===== src/rtl/ring_cadence_gen.sv =====
// Ring cadence generator: accepts an incoming-call request and drives the
// ringer alert line with an on/off cadence. A call ends when it is answered,
// rejected, or after MAX_RINGS complete bursts, which reports a missed call.
module ring_cadence_gen #(
    parameter int ON_CYC    = 4,
    parameter int OFF_CYC   = 6,
    parameter int MAX_RINGS = 3,
    parameter int CNT_W     = 8
) (
    input  logic             clk,
    input  logic             rst_n,
    input  logic             call_valid,
    output logic             call_ready,
    input  logic             answer,
    input  logic             reject,
    output logic             ring,
    output logic             busy,
    output logic             answered,
    output logic             missed,
    output logic [CNT_W-1:0] ring_count
);

    typedef enum logic [1:0] {
        IDLE     = 2'd0,
        RING_ON  = 2'd1,
        RING_OFF = 2'd2
    } state_t;

    localparam logic [CNT_W-1:0] ON_LAST   = CNT_W'(ON_CYC - 1);
    localparam logic [CNT_W-1:0] OFF_LAST  = CNT_W'(OFF_CYC - 1);
    localparam logic [CNT_W-1:0] MAX_COUNT = CNT_W'(MAX_RINGS);
    localparam logic [CNT_W-1:0] CNT_ONE   = CNT_W'(1);

    state_t           state;
    state_t           next_state;
    logic [CNT_W-1:0] timer;
    logic [CNT_W-1:0] next_timer;
    logic [CNT_W-1:0] next_count;
    logic             next_ring;
    logic             next_busy;
    logic             next_answered;
    logic             next_missed;
    logic             stop_req;

    // The user ending the call (answer or reject) outranks timer expiry.
    assign stop_req = answer | reject;

    // Only an idle generator can take a new call.
    assign call_ready = (state == IDLE);

    // State register.
    always_ff @(posedge clk or negedge rst_n) begin
        if (!rst_n) begin
            state <= IDLE;
        end else begin
            state <= next_state;
        end
    end

    // Next-state, timer and burst-count selection.
    always_comb begin
        next_state = state;
        next_timer = timer;
        next_count = ring_count;
        case (state)
            IDLE: begin
                if (call_valid) begin
                    next_state = RING_ON;
                    next_timer = '0;
                    next_count = '0;
                end
            end
            RING_ON: begin
                if (stop_req) begin
                    next_state = IDLE;
                    next_timer = '0;
                end else if (timer == ON_LAST) begin
                    next_state = RING_OFF;
                    next_timer = '0;
                    next_count = ring_count + CNT_ONE;
                end else begin
                    next_timer = timer + CNT_ONE;
                end
            end
            RING_OFF: begin
                if (stop_req) begin
                    next_state = IDLE;
                    next_timer = '0;
                end else if (timer == OFF_LAST) begin
                    next_timer = '0;
                    if (ring_count == MAX_COUNT) begin
                        next_state = IDLE;
                    end else begin
                        next_state = RING_ON;
                    end
                end else begin
                    next_timer = timer + CNT_ONE;
                end
            end
            default: begin
                next_state = IDLE;
                next_timer = '0;
            end
        endcase
    end

    // Output values to be registered, derived from the upcoming state.
    always_comb begin
        next_ring     = (next_state == RING_ON);
        next_busy     = (next_state != IDLE);
        next_answered = (state != IDLE) && answer;
        next_missed   = (state == RING_OFF) && !stop_req &&
                        (timer == OFF_LAST) && (ring_count == MAX_COUNT);
    end

    // Registered outputs, timer and burst counter.
    always_ff @(posedge clk or negedge rst_n) begin
        if (!rst_n) begin
            ring       <= 1'b0;
            busy       <= 1'b0;
            answered   <= 1'b0;
            missed     <= 1'b0;
            ring_count <= '0;
            timer      <= '0;
        end else begin
            ring       <= next_ring;
            busy       <= next_busy;
            answered   <= next_answered;
            missed     <= next_missed;
            ring_count <= next_count;
            timer      <= next_timer;
        end
    end

endmodule

===== config.mk =====
export PLATFORM = sky130hd
export DESIGN_NAME = ring_cadence_gen
export DESIGN_NICKNAME = d
export VERILOG_FILES = /design/src/rtl/ring_cadence_gen.sv
export SDC_FILE = /design/constraint.sdc
export NUM_CORES = 1
export LEC_CHECK = 0
export ABC_AREA = 1
export CAP_MARGIN = 15
export CORE_ASPECT_RATIO = 0.75
export CORE_UTILIZATION = 53
export DETAILED_ROUTE_END_ITERATION = 10
export MAX_ROUTING_LAYER = met4
export PLACE_DENSITY = 0.84
export SYNTH_ARGS = -nofsm -noshare
export SYNTH_HDL_FRONTEND = slang
export SYNTH_SLANG_ARGS = --single-unit

===== constraint.sdc =====
create_clock -name clk -period 1.95 [get_ports clk]
set_input_delay 0.39 -clock clk [delete_from_list [all_inputs] [get_ports clk]]
set_output_delay 0.39 -clock clk [all_outputs]
set_load 0.05 [all_outputs]

* Word-level counts from Yosys, hierarchy flattened
Index checks and enable logic that the tools add are counted.
** Cells by class
- $add $sub $neg :: 2
- Equal/unequal tests :: 9
- Muxes and demuxes :: 16
- Bitwise gates (word level) :: 1
- Reductions and logical operators :: 10
** Operators by type and width (number)
- $mux W8 :: 7
- $pmux W8 S3 :: 1
- $add A8 B1 Y8 const B :: 2
- $eq A8 B2 Y1 const B :: 2
- $pmux W8 S2 :: 1
- $mux W2 :: 5
- $eq A8 B3 Y1 const B :: 1
- $ne A2 B2 Y1 const B :: 3
- $pmux W2 S3 :: 1
- $reduce_bool A2 Y1 :: 3
- $eq A2 B1 Y1 const B :: 2
- $logic_and A1 B1 Y1 :: 4
- $reduce_and A4 Y1 :: 1
- $eq A2 B2 Y1 const B :: 1
- $logic_not A2 Y1 :: 1
- $logic_not A1 Y1 :: 1
- $mux W1 :: 1
- $or A1 B1 Y1 :: 1
** Word-level totals
- Register bits :: 22
- Input bits :: 5
- Output and inout bits :: 13
- Word-level logic and storage cells :: 45

* Logic depth before layout (Yosys ltp)
- Word-level depth :: 6
- Gate-level depth with buffers :: 10
- Mapped depth without buffers :: 10

* Worst setup path before layout
No wires, ideal clock.
- Path kind :: register to register
- Start point :: reg state[0]
- End point :: reg ring_count[5]
- Setup time :: 0.076 ns
- Arrival :: 1.779 ns
- Slack :: 0.094 ns
- Stages on the path, launching flop included :: 10
- Path buffers :: 1
- Clock period less this slack :: 1.856 ns
- Cell sequence :: dfrtp_1 -> inv_1 -> ha_1 -> inv_1 -> nor2_4 -> a21oi_2 -> o21ai_4 -> buf_6 -> nand2_1 -> o21ai_1
** On the way
- Word-level cells in the longest chain between the ends :: 3
- Elaborated cells between the ends (all ways) :: 8
- Classes of those cells :: eq/ne (4); mux (1); reduce/logical (3)
** Ends and longest elaborated chain
- start, declared :: line 34 : state_t state;
- start signal, assigned :: line 56 : state <= next_state;
- $logic_not A2 Y1 (*)
- via call_ready :: line 13 : output logic call_ready,
- $ne A2 B2 Y1 (no line) / $reduce_bool A2 Y1 (equally long branches)
- $reduce_and A4 Y1 (no line)
- end signal, assigned :: line 130 : ring_count <= next_count;
- end, declared :: line 20 : output logic [CNT_W-1:0] ring_count
The timed path passes the listed nets; every way through them passes the cells marked *.
A chain may end at the register's enable or synchronous reset.

* Worst setup path after layout
- Start point :: reg busy
- End point :: out busy
** RTL lines
- start, declared :: line 17 : output logic busy,
- start signal, assigned :: line 127 : busy <= next_busy;
No word-level cell between the ends.

==> metrics.md <==
| Metric | Value |
|---|---|
| Status | finished, final reports clean |
| Critical Path AT | 1.47 ns |
| Worst-Skew Late Latency | 0.31 ns |
| Die width | 59.2 um |
| GP Congestion | 0.841 |
| CTS Sinks | 22 |
| Clock slew at reported path FFs | 0.11 ns |
| Largest net degree at the start of global routing | 23 |
| Post-synth EDFFs | 0 |
| CP top delay family | buffers and inverters |
| Leakage | 0.765 nW |
| Post-synth cell types | 26 |
| Syn Area/Cell | 7.98 sq um |
| CP peak stage delay | 0.80 ns |
| GRT Util Overall | 0.228 |
| P&R area growth vs syn | 18.3% |
| Antenna violations before repair | 0 |
| Hpwl dp | 1920 um |
| Crit path launch type | register |
| Most common cell after layout, fill and taps aside | nand2_1 |
| DR DRC count | 0 |
| Fin. max-slew vios | 0 |
| Clock power frac | 0.138 |
| Cell Rows | 15 |
| Global-route wire length before repair | 4180 um |
| Final critical-path share of the clock period | 0.956 |
| Root buffer cell | clkbuf_4 |
| Total wire length | 2510 um |
| Die Ht | 44.9 um |
| Seq pwr share | 0.370 |
| Max_cap viols | 0 |
| Fin. Hold Viols | 0 |
| TritonCTS clock tree | yes |
| Number of global-route vias before repair | 991 |
| Buf/Inv on CP | 1 |
| Total die area | 2660 sq um |
| Routed via count | 1,096 |
| Most frequent cells in the layout | 41 x nand2_1, 22 x dfrtp_1, 19 x nor2_1 |
| Wirelength per Cell | 11.5 um |
| Power Density | 971 nW/um^2 |
| Crit-path max FO | 1 |
| Combinational power share | 0.492 |
| TritonCTS Buffers | 3 |
| CP max-delay cell | clkdlybuf4s50_1 |
| Layout cell share with drive strength beyond 1 | 0.162 |
| Kind of critical path | reg2out |
| ANT cells | 0 |
| Min-Delay Path Class | in2async |
| Hold buffers post-CTS | 0 |
| Main flop type after synthesis | dfrtp_1 |
| Setup crit end kind | primary output |
| Critical path data required time | 1.56 ns |
| YS warnings | 0 |
| Net switching power | 668 uW |
| Worst Clk Skew | 0.00228 ns |
| Clock Path Buffers | 2 |
| Synthesized area | 1300 sq um |
| PortBufs | 17 |
| Overflow left after global routing | 0 |
| Net Count, Synth | 175 |
| H-tree depth | 1 |
| Setup_tns | 0 ns |
| Initial Utilization | 0.563 |
| Fin nets | 199 |
| Filler Cells Inserted | 189 |
| Post-Syn Instances | 163 |
| Worst-margin pin slew | 0.503 ns |
| Maximum operating frequency | 537 MHz |
| Post-route ant nets | 0 |
| I/O pins | 18 |
| Fraction of power spent switching nets | 0.447 |
| Count of state elements after synthesis | 22 |
| Rel. slew slack | 0.664 |
| DR iter-0 viols | 44 |
| P_int | 826 uW |
| Seq/Total Area, Yosys | 0.423 |
| Core box area | 2310 sq um |
| Drt first pass iters | 4 |
| Async S/R FF share, synth | 1.00 |
| Max IR drop VDD | 0.000769 V |
| Post-layout power | 1.49 mW |
| CP cell instances | clkdlybuf4s50_1 |
| Final Setup Violations | 0 |
| DR vias/cell | 5.00 |
| RSZ-0062 raised after global routing | false |
| Crit path time final | 1.86 ns |
[power groups by stage]
stage / logic, mW / registers [mW] / clock network (mW)
5_1_grt: 0.795 / 0.561 / 0.224
2_1_floorplan: 0.369 / 0.699 / 0
3_3_place_gp: 0.715 / 0.558 / 0
3_5_place_dp: 0.731 / 0.563 / 0
6_report: 0.735 / 0.553 / 0.205
4_1_cts: 0.735 / 0.554 / 0.209
[sequential cells by signal, indices dropped and copies added, names as in the netlist]
| name | flops |
|---|---|
| state | 2 |
| timer | 8 |
| ring_count | 8 |
| ring | 1 |
| answered | 1 |
| missed | 1 |
| busy | 1 |
[through the flow]
step                      utilization  cells  setup slack (ns)  hold slack, ns  area, sq um
after floorplan                     -    163            0.0944          0.0944         1300
after global placement          0.657    216             0.187           0.527         1520
after detailed placement        0.657    216             0.152           0.542         1520
after CTS                       0.666    219            0.0707           0.423         1540
after global routing            0.666    219            0.0399           0.440         1540
final                           0.666    219            0.0867           0.409         1540
[synthesized netlist by cell type, drive strengths merged, types with 2 or more instances]
cell   instances  area [sq um]
o21ai         10          68.8
nor2          23           101
nand2         45           184
xor2           7          61.3
inv           20          75.1
a21oi          6          33.8
ha             7          87.6
nor3           2          10.0
nand4          2          12.5
o22ai          2          12.5
dfrtp         22           551
nand3         12          60.1
[final timing paths]
kind                                from       endpoint  slack [ns]  cells after the start
worst max-delay path                busy           busy        0.09                      1
worst min-delay path               rst_n  ring_count[4]        0.41                      2
min in group clk                timer[0]       timer[0]        0.56                      1
max in group asynchronous          rst_n  ring_count[6]        1.32                      2
worst max register to register  state[0]  ring_count[6]        0.24                      9
worst min register to register  timer[0]       timer[0]        0.56                      1
[per-layer routing]
| layer | track usage | part of all wire | up-vias |
|---|---|---|---|
| met4 | 0.119 | 0.018 | 0 |
| li1 | - | - | 561 |
| met5 | - | 0 | - |
| met2 | 0.333 | 0.42 | 35 |
| met3 | 0.0630 | 0.069 | 5 |
| met1 | 0.290 | 0.49 | 495 |
[cell type report]
| type | count | area [sq um] | share of cell area |
|---|---|---|---|
| Timing Repair Buffer | 20 | 184 | 0.120 |
| Multi-Input combinational cell | 120 | 663 | 0.431 |
| Clock buffer | 3 | 22.5 | 0.0146 |
| Inverter | 20 | 75.1 | 0.0488 |
| Sequential cell | 22 | 551 | 0.358 |
| Tap cell | 34 | 42.5 | 0.0277 |
[repair_timing]
| item | 4_1_cts | 5_1_grt |
|---|---|---|
| setup buffers | 0 | 0 |
| gates resized for setup | 1 | 0 |
| endpoints found under the setup margin | 1 | 0 |
[cells by family after synthesis]
logic type / after synthesis / synth area share
xor+xnor: 8 / 0.0539
compound gates: 19 / 0.0953
fa+ha+maj: 7 / 0.0674
simple gates: 86 / 0.294
buf+inv: 21 / 0.0664
flops: 22 / 0.423
No activity file was read; power rests on OpenSTA's default activity.
